`src/rtl/buff_reduce_fsm.sv`:
```
// rtl/buff_reduce_fsm.sv - snapshot a burst buffer, serially reduce it to sum/max, hand off by valid/ack
// Frees the read FSM at snapshot time; a rise that cannot be accepted is reported on Drop.
module buff_reduce_fsm #(
  parameter int WORD_W = 16,
  parameter int NWORDS = 16,
  parameter int ACC_W  = 24
) (
  input  logic                     Clk1,
  input  logic                     Rst,
  input  logic [WORD_W*NWORDS-1:0] DataBuff,
  input  logic                     done_vld,
  output logic                     Busy,
  output logic [ACC_W-1:0]         Sum,
  output logic [WORD_W-1:0]        Max,
  output logic                     ResVld,
  input  logic                     ResAck,
  output logic                     Drop
);

  localparam int IDX_W = (NWORDS > 1) ? $clog2(NWORDS) : 1;

  typedef enum logic [1:0] {IDLE, RUN, DONE} state_t;

  state_t                     state, state_n;
  logic [WORD_W*NWORDS-1:0]   snap, snap_n;
  logic [IDX_W-1:0]           idx, idx_n;
  logic [ACC_W-1:0]           sum_n;
  logic [WORD_W-1:0]          max_n;
  logic                       resvld_n, drop_n;
  logic                       done_q;
  logic                       rise, capture;
  logic [WORD_W-1:0]          w;

  assign rise = done_vld & ~done_q;
  assign w    = snap[int'(idx)*WORD_W +: WORD_W];

  always_ff @(posedge Clk1) begin
    if (Rst) begin
      state  <= IDLE;
      snap   <= '0;
      idx    <= '0;
      Sum    <= '0;
      Max    <= '0;
      ResVld <= 1'b0;
      Drop   <= 1'b0;
      Busy   <= 1'b0;
      done_q <= 1'b0;
    end else begin
      state  <= state_n;
      snap   <= snap_n;
      idx    <= idx_n;
      Sum    <= sum_n;
      Max    <= max_n;
      ResVld <= resvld_n;
      Drop   <= drop_n;
      Busy   <= (state_n != IDLE);
      done_q <= done_vld;
    end
  end

  always_comb begin
    state_n  = state;
    snap_n   = snap;
    idx_n    = idx;
    sum_n    = Sum;
    max_n    = Max;
    resvld_n = ResVld;
    drop_n   = 1'b0;
    capture  = 1'b0;

    case (state)
      IDLE: capture = rise;
      RUN: begin
        drop_n = rise;
        sum_n  = Sum + ACC_W'(w);
        if (w > Max) max_n = w;
        idx_n  = idx + 1'b1;
        if (idx == IDX_W'(NWORDS - 1)) begin
          resvld_n = 1'b1;
          state_n  = DONE;
        end
      end
      DONE: begin
        if (ResAck) begin
          resvld_n = 1'b0;
          state_n  = IDLE;
          capture  = rise;
        end else begin
          drop_n = rise;
        end
      end
      default: state_n = IDLE;
    endcase

    // New buffer restarts the reduction; shared by IDLE and the ack+rise path in DONE
    if (capture) begin
      snap_n  = DataBuff;
      sum_n   = '0;
      max_n   = '0;
      idx_n   = '0;
      state_n = RUN;
    end
  end

endmodule

```
`config.mk`:
```
export PLATFORM = sky130hd
export DESIGN_NAME = buff_reduce_fsm
export DESIGN_NICKNAME = d
export VERILOG_FILES = /design/src/rtl/buff_reduce_fsm.sv
export SDC_FILE = /design/constraint.sdc
export NUM_CORES = 1
export LEC_CHECK = 0
export CAP_MARGIN = 20
export CELL_PAD_IN_SITES_DETAIL_PLACEMENT = 1
export CELL_PAD_IN_SITES_GLOBAL_PLACEMENT = 1
export CORE_ASPECT_RATIO = 1.75
export CORE_MARGIN = 2
export CORE_UTILIZATION = 41
export CTS_CLUSTER_DIAMETER = 50
export DETAILED_ROUTE_END_ITERATION = 10
export MAX_ROUTING_LAYER = met4
export PLACE_DENSITY = 0.86
export SLEW_MARGIN = 20
export SYNTH_ARGS = -nofsm -noshare
export SYNTH_HDL_FRONTEND = slang
export SYNTH_SLANG_ARGS = --single-unit
```
`constraint.sdc`:
```
create_clock -name Clk1 -period 7.07 [get_ports Clk1]
set_input_delay 1.414 -clock Clk1 [delete_from_list [all_inputs] [get_ports Clk1]]
set_output_delay 1.414 -clock Clk1 [all_outputs]
set_load 0.01 [all_outputs]
```
==> impl_results.md <==
- Layout Nets: 2117
- Startpoint Class: flip-flop
- Initial antenna violation count: 2
- Asr flop ratio synth: 0%
- Post-Layout Cell Count: 2248
- Yosys warnings: 0
- Post-route DRC violation count: 0
- CP Capture Type: flip-flop
- Gate count of the mapped netlist: 1591
- Part of the power in registers: 45.6%
- Unique masters post-synth: 56
- Critical path type: flip-flop to flip-flop
- Deepest clock path buffer count: 3
- Most frequent cells after synthesis: 546 x nand2_1, 306 x dfxtp_1, 276 x a21oi_1, 102 x clkbuf_1, 80 x mux4_2
- Post-synth EDFFs: 0
- Crit path max fanout: 38
- Vert. Die Dim: between 200 and 250 um
- Combinational power share: ~16%
- Worst-Margin Slew: approximately 1.0 ns
- RSZ-0062 raised after global routing: false
- Cell accounting for the most synthesized area: dfxtp_1
- Power Density: 234 mW/mm^2
- P_leak: between 6 and 7 nW
- Vias: around 13k
- Clock network fraction of total power: 38.5%
- H-tree levels: 1
- Syn_area_per_cell: 8.64 um^2
- Final ANT Viol Nets: 0
- R2r setup slk: 2.50 ns
- Fraction of power spent switching nets: about 27%
- Top post-synthesis cells by area: dfxtp_1 45%, nand2_1 15%, mux4_2 13%
- Slew HR: 30.2%
- Clock Skew: about 0.012 ns
- Final Hold Viols: 0
- Die X: 142 um
- Finished Core Util: between 50% and 60%
- Clk_lat worst skew: ~0.57 ns
- Synthesized flop and latch total: 306
- Maximum vdd drop: about 0.17 mV
- Hold_buf cts: 0
- Critical Path RT: 7.56 ns
- GR Util met1: 30.2%
- FMAX: 219 MHz
- Final instance area: 0.0179 mm^2
- TritonCTS sink count: 306
- WL/cell: 22.9 um
- Count leader, synth: nand2_1
- Reg clk slew, reported paths: roughly 0.070 ns
- Area share of the largest cell type after synthesis: 44.6%
- Hold Path Class: flip-flop to flip-flop
- CTS tree: yes
- Post-DP Area: 0.0169 mm^2
- Root buf cell: clkbuf_16
- P_int: 3.06 mW
- Grt met2 use: 54.7%
- Vias per cell: 5.64
- First-pass GRT wire length: 76900 um
- Psw: 1.15 mW
- Post-CTS setup buffer count: 0
- Largest net degree at the start of global routing: ~260
- Setup TNS: 0 ns
- Final Critical Period: around 4.6 ns
- Aggregate global routing overflow: 0
- GRT met3 Usage: under 10%
- Core area: 0.0330 mm^2
- Syn Nets: approximately 1.9k
- I/O Buffers: between 300 and 400
- Ys flop type: dfxtp_1
- Placed cell count: 2191
- I/O Pins: 303
- Cell Rows: 88
- Last weighted congestion value of the routability-driven placer: approximately 0.93
- Max Slew Vio Count: 0
- Synthesis-to-layout area growth: 30.6%
- Post-synthesis sequential area ratio: 44.6%
- Final Total Pwr: 4.20 mW
- Tcrit/Tclk final: between 60% and 70%
- Die area: 0.0351 mm^2
- Post-CTS sizing: 0
- Most Used Layer, Global Route: met2
- Starting Density: 41.6%
- Worst EP arrival: 5.06 ns
- Drt first pass iters: 4
- 1st-iter DRT viols: 695
- Max-cap check violation count: 0
- Gr usage total: 29.8%
- Vias in the first global route: 13.7k
- Setup violations, final: 0
- Layout cells sized above 1: 8.47%
- WL final: 51400 um
- Post-DP HPWL: around 38000 um
- Mapped cell area: 0.0137 mm^2
- Num CTS Buffers: 30
- Status: finished clean
- Filler cells: 3798
## cell usage in the layout (no fill, tap or decap), drive strengths merged, types with 7 or more instances in the layout
cell type      netlist  layout
a21oi              277     277
a21o                13      13
mux2i               11      11
nor2                26      26
nand2              546     546
mux4                80      80
o21ai               25      25
clkinv               0       7
ha                  37      37
inv                 26      28
nand4               10      10
o31ai                8       8
buf                 17      14
clkdlybuf4s50        0     301
nand3               25      25
xnor2               12      12
clkbuf             103      42
dfxtp              306     306
## state kept, by name, indices dropped and copies added, names as in the netlist
| register | flops |
|---|---|
| state | 2 |
| snap | 256 |
| Drop | 1 |
| Sum | 24 |
| Busy | 1 |
| Max | 16 |
| idx | 4 |
| done_q | 1 |
| ResVld | 1 |
## power by group through the flow
stage          combinational [mW]  sequential [mW]  clock (mW)
2_1_floorplan               0.366             1.91           0
3_3_place_gp                0.645             1.94           0
3_5_place_dp                0.664             1.95           0
4_1_cts                     0.669             1.91        1.64
5_1_grt                     0.724             1.92        1.70
6_report                    0.670             1.92        1.62
## logic make-up after synthesis
logic type      count (synthesis)  share of synthesized area, %
buf+inv                       146                          4.12
fa+ha+maj                      38                          3.51
simple gates                  643                          18.8
mux                            91                          13.9
flops                         306                          44.6
compound gates                352                          14.1
xor+xnor                       15                         0.956
## metal layers
metal  vias to the layer above  routed length, um
li1                       5898                  -
met1                      6211              18200
met2                       397              27600
met3                       165               1760
met4                         0               3880
met5                         -                  0
## path summary, 6_finish.rpt
path                           from                      to  cells after the start
max reg2reg     idx[0]$_SDFFE_PP0P_    Sum[23]$_SDFFE_PP0P_                      9
max             idx[0]$_SDFFE_PP0P_    Sum[23]$_SDFFE_PP0P_                      9
min          snap[225]$_SDFFE_PP0P_  snap[225]$_SDFFE_PP0P_                      2
min reg2reg  snap[225]$_SDFFE_PP0P_  snap[225]$_SDFFE_PP0P_                      2
## critical path: stages (launching register included)
cell	delay, ns
dfxtp_4	0.88
buf_4	0.44
mux4_2	0.62
mux4_2	0.54
ha_1	0.45
and4_1	0.25
a21oi_2	0.12
o311a_4	0.44
or4_1	0.53
a21oi_1	0.19
## cell type report
| class | instances | area [um^2] | share of cell area, % |
|---|---|---|---|
| Multi-Input combinational cell | 1139 | 7070 | 39.4 |
| Sequential cell | 306 | 6130 | 34.2 |
| Timing Repair Buffer | 316 | 3160 | 17.6 |
| Clock buffer | 41 | 843 | 4.70 |
| Tap cell | 405 | 507 | 2.82 |
| Clock inverter | 13 | 131 | 0.732 |
| Inverter | 26 | 97.6 | 0.544 |
| Antenna cell | 2 | 5.00 | 0.0279 |
## stage by stage
| stage | hold slack (ns) | worst slack, ns |
|---|---|---|
| 6_report | 0.453 | 2.50 |
| 2_1_floorplan | 0.414 | 3.41 |
| 5_1_grt | 0.472 | 2.18 |
| 4_1_cts | 0.454 | 2.45 |
| 3_3_place_gp | 0.439 | 2.55 |
| 3_5_place_dp | 0.445 | 2.48 |
Note: power is estimated with default switching activity, not from simulation.
